File: config.mk
export PLATFORM = sky130hd
export DESIGN_NAME = imm_ext_ctrl
export DESIGN_NICKNAME = d
export VERILOG_FILES = /design/src/rtl/imm_ext_ctrl.sv
export SDC_FILE = /design/constraint.sdc
export NUM_CORES = 1
export LEC_CHECK = 0
export CORE_MARGIN = 1.5
export CORE_UTILIZATION = 53
export CTS_CLUSTER_DIAMETER = 120
export DETAILED_ROUTE_END_ITERATION = 7
export PLACE_DENSITY_LB_ADDON = 0.2
export SLEW_MARGIN = 20
export SYNTH_ARGS = -nofsm -noshare
export SYNTH_HDL_FRONTEND = slang
export SYNTH_SLANG_ARGS = --single-unit
File: constraint.sdc
create_clock -name clk -period 2.48 [get_ports clk]
set_input_delay 0.496 -clock clk [delete_from_list [all_inputs] [get_ports clk]]
set_output_delay 0.496 -clock clk [all_outputs]
set_load 0.01 [all_outputs]
File: src/rtl/imm_ext_ctrl.sv
// Immediate-generation controller: decodes the ARM immediate class and rotates DP immediates.
// Define IMM_FAST_ROT_EN for a single-cycle barrel rotator instead of the iterative one.
module imm_ext_ctrl #(
  parameter int ROT_STEP = 2
) (
  input  logic        clk,
  input  logic        reset,
  input  logic        in_valid,
  output logic        in_ready,
  input  logic [31:0] Instr,
  output logic        out_valid,
  input  logic        out_ready,
  output logic [1:0]  ImmSrc,
  output logic [31:0] ExtImm,
  output logic        busy,
  output logic        illegal
);

  typedef enum logic [1:0] {
    IDLE   = 2'd0,
    ROTATE = 2'd1,
    DONE   = 2'd2
  } state_t;

  localparam logic [5:0] STEP = 6'(ROT_STEP);

  state_t      state_r, state_s;
  logic [31:0] work_r, work_s;
  logic [5:0]  rem_r, rem_s;
  logic [31:0] ext_r, ext_s;
  logic [1:0]  src_r, src_s;
  logic        ill_r, ill_s;

  logic [1:0]  op_s;
  logic [31:0] imm8_s;
  logic [5:0]  rot2_s;
  logic [5:0]  step_s;
  logic [31:0] work_rot_s;
  logic [5:0]  rem_dec_s;
  logic        unused_s;

  function automatic logic [31:0] rotr(input logic [31:0] v, input logic [5:0] sh);
    logic [63:0] d;
    d = {v, v} >> sh;
    return d[31:0];
  endfunction

  assign op_s       = Instr[27:26];
  assign imm8_s     = {24'd0, Instr[7:0]};
  assign rot2_s     = {1'b0, Instr[11:8], 1'b0};
  assign step_s     = (rem_r < STEP) ? rem_r : STEP;
  assign work_rot_s = rotr(work_r, step_s);
  assign rem_dec_s  = rem_r - step_s;
  assign unused_s   = ^{Instr[31:28], Instr[25:24]};

  // State register
  always_ff @(posedge clk or negedge reset) begin
    if (!reset) begin
      state_r <= IDLE;
    end else begin
      state_r <= state_s;
    end
  end

  // Datapath registers: working value, remaining rotation and held result
  always_ff @(posedge clk or negedge reset) begin
    if (!reset) begin
      work_r <= 32'd0;
      rem_r  <= 6'd0;
      ext_r  <= 32'd0;
      src_r  <= 2'b00;
      ill_r  <= 1'b0;
    end else begin
      work_r <= work_s;
      rem_r  <= rem_s;
      ext_r  <= ext_s;
      src_r  <= src_s;
      ill_r  <= ill_s;
    end
  end

  // Next-state and datapath update
  always_comb begin
    state_s = state_r;
    work_s  = work_r;
    rem_s   = rem_r;
    ext_s   = ext_r;
    src_s   = src_r;
    ill_s   = ill_r;
    case (state_r)
      IDLE: begin
        if (in_valid) begin
          src_s   = op_s;
          ill_s   = (op_s == 2'b11);
          state_s = DONE;
          case (op_s)
            2'b00: begin
`ifdef IMM_FAST_ROT_EN
              ext_s = rotr(imm8_s, rot2_s);
`else
              work_s = imm8_s;
              rem_s  = rot2_s;
              if (rot2_s == 6'd0) begin
                ext_s = imm8_s;
              end else begin
                state_s = ROTATE;
              end
`endif
            end
            2'b01:   ext_s = {20'd0, Instr[11:0]};
            2'b10:   ext_s = {{6{Instr[23]}}, Instr[23:0], 2'b00};
            2'b11:   ext_s = 32'd0;
            default: ext_s = 32'd0;
          endcase
        end else begin
          state_s = IDLE;
        end
      end
      ROTATE: begin
        work_s = work_rot_s;
        rem_s  = rem_dec_s;
        if (rem_dec_s == 6'd0) begin
          ext_s   = work_rot_s;
          state_s = DONE;
        end else begin
          state_s = ROTATE;
        end
      end
      DONE: begin
        if (out_ready) begin
          state_s = IDLE;
        end else begin
          state_s = DONE;
        end
      end
      default: state_s = IDLE;
    endcase
  end

  assign in_ready  = (state_r == IDLE);
  assign out_valid = (state_r == DONE);
  assign busy      = (state_r != IDLE);
  assign ExtImm    = ext_r;
  assign ImmSrc    = src_r;
  assign illegal   = ill_r;

endmodule

[After elaboration in Yosys (flattened, before gate mapping)]
Index checks and enable logic that the tools add are counted.
Cells by class
  add/sub/neg operators: 1
  order comparisons: 1
  equality and inequality tests: 9
  shift operators: 1
  multiplexer cells: 18
  reductions and logical operators: 9
Operators by type and width (count)
  32-bit two-way mux: 5
  32-bit one-hot mux with 2 select lines: 2
  32-bit one-hot mux with 4 select lines: 1
  64-bit by 6-bit >> shifter with 32-bit output: 1
  6-bit two-way mux: 3
  6-bit logical NOT: 2
  6-bit one-hot mux with 2 select lines: 1
  2-bit two-way mux: 5
  2-bit == test (second input constant): 3
  6-bit by 2-bit less-than comparator with 1-bit output (second input constant): 1
  2-bit one-hot mux with 3 select lines: 1
  6-bit subtractor: 1
  2-bit by 1-bit == test with 1-bit output (second input constant): 2
  2-bit logical NOT: 2
  2-bit != test (second input constant): 2
  4-bit AND reduction: 1
  2-bit nonzero test: 2
  3-bit != test (second input constant): 1
  3-bit AND reduction: 1
  2-bit by 1-bit != test with 1-bit output (second input constant): 1
  2-bit AND reduction: 1
Storage, ports and cells
  register bits: 75
  input port bits: 36
  output and inout port bits: 38

[Longest topological paths before layout]
  depth in word-level cells: 6
  gate-level depth with buffers: 11
  depth with buffers taken out: 8

[Worst setup path before layout]
No wires, ideal clock.
  path type: flip-flop to flip-flop
  from: reg rem_r[2]
  to: reg ext_r[10] (netlist: ExtImm[10])
  setup time: 0.127 ns
  arrival time: 2.143 ns
  required time: 2.353 ns
  path slack: 0.211 ns
  stages on the path, launching flop included: 11
  path buffers: 3
  clock period less this slack: 2.269 ns
  path through: dfrtp_1 buf_6 nor3_1 a21o_1 ha_1 a211oi_1 o211ai_1 o31ai_2 buf_4 buf_2 a21oi_1
Between the ends
  cells in the longest elaborated chain, start to end: 6
  elaborated cells between the ends (all ways): 9
  classes of those cells: add/sub: 1; order compare: 1; eq/ne: 1; shift: 1; mux: 3; reduce/logical: 2
Ends and longest elaborated chain
  start: declaration: RTL line 29  | logic [5:0] rem_r, rem_s;
  start signal: assignment: RTL line 75  | rem_r <= rem_s;
  6-bit by 2-bit less-than comparator with 1-bit output: RTL line 51  | assign step_s = (rem_r < STEP) ? rem_r : STEP;
  6-bit two-way mux: RTL line 51
  6-bit subtractor: RTL line 53  | assign rem_dec_s = rem_r - step_s;
  6-bit logical NOT: RTL line 122  | if (rem_dec_s == 6'd0) begin
  2-bit != test (no line)
  4-bit AND reduction (no line)
  end signal: assignment: RTL line 76  | ext_r <= ext_s;
  end: declaration: RTL line 30  | logic [31:0] ext_r, ext_s;
Parallel ways exist; a longest one is shown, timed or not. The select of a mux whose other input is x is not followed.
A chain may end at the register's enable or synchronous reset.

[Worst setup path in the final report]
  from: reg rem_r[4]
  to: reg ext_r[27] (netlist: ExtImm[27])
The elaborated chain is that of the path after synthesis.

==> flow_metrics.py <==
metrics = {
    "pwr": {
        "p_clk_share_pct": 20.0,
        "comb_power_share_pct": 47.4,
        "p_leak_nw": 2.18,
        "p_seq_share_pct": 32.6,
        "power_mw": 6.93,
        "internal_power_mw": 4.45,
        "ir_drop_mv": 0.600,
        "swShare_pct": 35.8,
        "power.density_nw_per_um2": 1270,
        "switchingPower_mw": 2.48,
    },
    "logic_synthesis": {
        "synth.mux.area_fraction_pct": 15.9,
        "ys.flop_type": "dfrtp_1",
        "synth_xor_area_share_pct": 0.212,
        "synth-edff-count": 0,
        "ys_ff_latch": 75,
        "synth_cell_types": 46,
        "synth_top_family_by_area": "compound AO/OA/AOI/OAI gates",
        "syn_inst": 415,
        "ys_seq_area_share_pct": 45.5,
        "async_flop_share_pct": 100,
        "synth_fa_ha_area_share_pct": 0.303,
        "syn-cell-area_um2": 4130,
        "avgSynthCellArea_um2": 9.95,
        "ys.warnings.count": 0,
        "synth_compound_area_share_pct": 22.4,
        "synth_nets": 452,
        "synthSimpleGateAreaFrac_pct": 10.6,
    },
    "placement": {
        "dpl-instance-area_um2": 5000,
        "io_buffers": 67,
        "dp_hpwl_um": 6830,
        "dp_slack_ps": -115,
        "gp_congestion": 0.836,
    },
    "clock_network": {
        "cts_tree": "yes",
        "h-tree-depth": 3,
        "cts_sinks": 75,
        "hold_buffers": 0,
        "cts_inserted_buffers": 9,
        "cts_root_buf": "clkbuf_8",
        "clk_latency_ps": 360,
        "cts_max_path_buffers": 2,
        "clk_pin_slew_ps": 80,
    },
    "floorplanning": {
        "initial_core_util_pct": 54.0,
        "die-area_um2": 8330,
        "die_w_um": 91.3,
        "io-pin-count": 74,
        "die_h_um": 91.3,
        "rows": 32,
        "core-area_um2": 7650,
    },
    "sta": {
        "skew_ps": 10.2,
        "hold_viol": 0,
        "finalSetupViolCount": 0,
        "period_share_pct": 96.8,
        "slew_headroom_pct": 48.9,
        "maxSlewViolCount": 0,
        "timing.fmax_mhz": 416,
        "min_period_ps": 2400,
        "worst_pin_slew_ps": 756,
        "final.setup.worst_slack_ps": 78.2,
    },
    "global_routing": {
        "grt_max_degree": 42,
        "grt-ovfl-total": 0,
        "antenna_found_initial": 0,
        "grt_usage_pct": 26.2,
        "grt_first_pass_wirelength_um": 17400,
        "grt_pass1_vias": 3572,
    },
    "routing": {
        "dr.pass1.iters": 7,
        "wire_per_inst_um": 17.4,
        "vias": 3562,
        "routed_wl_um": 10500,
        "drt-initial-drc-count": 197,
        "drc": 0,
        "detail-route-antenna-nets": 0,
        "viasPerCell": 5.91,
    },
    "cells_and_area": {
        "num_antenna_cells": 0,
        "fin_area_um2": 5440,
        "final_common_cell": "dfrtp_1",
        "final_cell_mix": "dfrtp_1 (75), clkdlybuf4s50_1 (66), nand2_1 (49)",
        "drive_above_1_share_pct": 18.8,
        "syn2layout_area_growth_pct": 31.8,
        "nets": 533,
    },
    "worst_hold_path": {
        "hp-class": "input port to asynchronous set/reset pin",
    },
    "run": {
        "maxCapViolations": 0,
    },
    "worst_setup_path": {
        "critical_path_class": "register to register",
        "cp_max_fo": 5,
        "critPathCaptureType": "register",
        "crit_arrival_ps": 2660,
        "cp.required_ps": 2730,
        "start_kind": "register",
    },
    "run_status": {
        "status": "finished clean",
    },
}
[cell families (layout without fill, tap and decap cells)]
family,count (synthesis),after routing
other,1,1
DFF,75,75
and+or+nand+nor,102,102
xor gates and xnor gates,1,1
buffers and inverters,36,122
AOI/OAI and AO/OA,137,137
adders and majority gates,1,1
muxes,62,62
[metal layers]
layer	wire length, um	track usage (%)	vias up
li1	-	-	1676
met5	0	0	-
met2	5270	42.5	119
met3	492	4.02	14
met1	4560	34.8	1753
met4	162	10.9	0
[cell usage after synthesis (3+ instances only)]
cell | number | area share, %
dfrtp_1 | 75 | 45
buf_1 | 3 | 0.27
clkbuf_1 | 15 | 1.4
mux2_2 | 29 | 7.9
nand2_1 | 49 | 4.5
o22a_1 | 8 | 1.7
a211oi_1 | 5 | 0.91
o211ai_1 | 12 | 2.2
nor3_1 | 5 | 0.61
a21oi_1 | 31 | 3.8
o21ai_0 | 32 | 3.9
buf_2 | 4 | 0.48
mux2i_1 | 33 | 8.0
buf_6 | 5 | 1.4
a2bb2oi_1 | 13 | 2.8
nor2b_1 | 4 | 0.61
inv_1 | 4 | 0.36
nor2_1 | 36 | 3.3
buf_4 | 4 | 0.73
o21a_1 | 12 | 2.2
a22oi_1 | 6 | 1.1
[what timing repair did]
action | 4_1_cts | 5_1_grt
gates cloned | 1 | 1
pin swaps | 2 | 6
endpoints found under the setup margin | 13 | 19
resized for setup | 2 | 6
setup buffers | 5 | 1
[worst paths after layout]
| kind | startpoint | endpoint | slack (ps) | depth (start not counted) |
|---|---|---|---|---|
| max | rem_r[4] | ExtImm[27] | 80 | 11 |
| min | reset | state_r[0] | 100 | 1 |
| max reg2reg | rem_r[4] | ExtImm[27] | 80 | 11 |
| min reg2reg | illegal | illegal | 500 | 2 |
| max in group asynchronous | reset | ExtImm[10] | 1800 | 2 |
| min in group clk | illegal | illegal | 500 | 2 |
[final cells by class]
cell class                      count  area (um2)
Clock buffer                       10         138
Inverter                            4        15.0
Multi-Input combinational cell    304        2090
Tap cell                          102         128
Fill cell                         551        2210
Timing Repair Buffer              102        1040
Clock inverter                      6         159
Sequential cell                    75        1880
[state kept, by name, indices dropped and copies added (netlist names)]
name	cells
ExtImm	32
work_r	32
rem_r	6
ImmSrc	2
state_r	2
illegal	1
[power by group through the flow]
| stage | sequential [mW] | clock, mW | combinational [mW] |
|---|---|---|---|
| after floorplan | 2.30 | 0 | 1.76 |
| after global placement | 2.23 | 0 | 2.97 |
| after detailed placement | 2.27 | 0 | 3.05 |
| after CTS | 2.25 | 1.39 | 3.19 |
| after global routing | 2.34 | 1.43 | 3.57 |
| final | 2.26 | 1.38 | 3.28 |
[critical path: stages, from the launching register on]
cell and delay [ps]:
dfrtp_1 400, nor3_2 230, a21o_1 180, ha_4 210, a211oi_2 160, o211ai_1 200, o31ai_4 330, buf_12 160
buf_12 120, buf_4 110, o211ai_1 80, o21a_1 120
[stage by stage]
| step | setup TNS, ps | hold slack [ps] | utilization [%] | cells |
|---|---|---|---|---|
| final | 0 | 101 | 71.2 | 603 |
| after floorplan | 0 | 200 | - | 415 |
| after detailed placement | -959 | 478 | 65.3 | 580 |
| after CTS | 0 | 119 | 70.3 | 602 |
| after global placement | -970 | 471 | 65.3 | 580 |
| after global routing | -43.1 | 152 | 71.2 | 603 |
(Power assumes the default switching activity.)
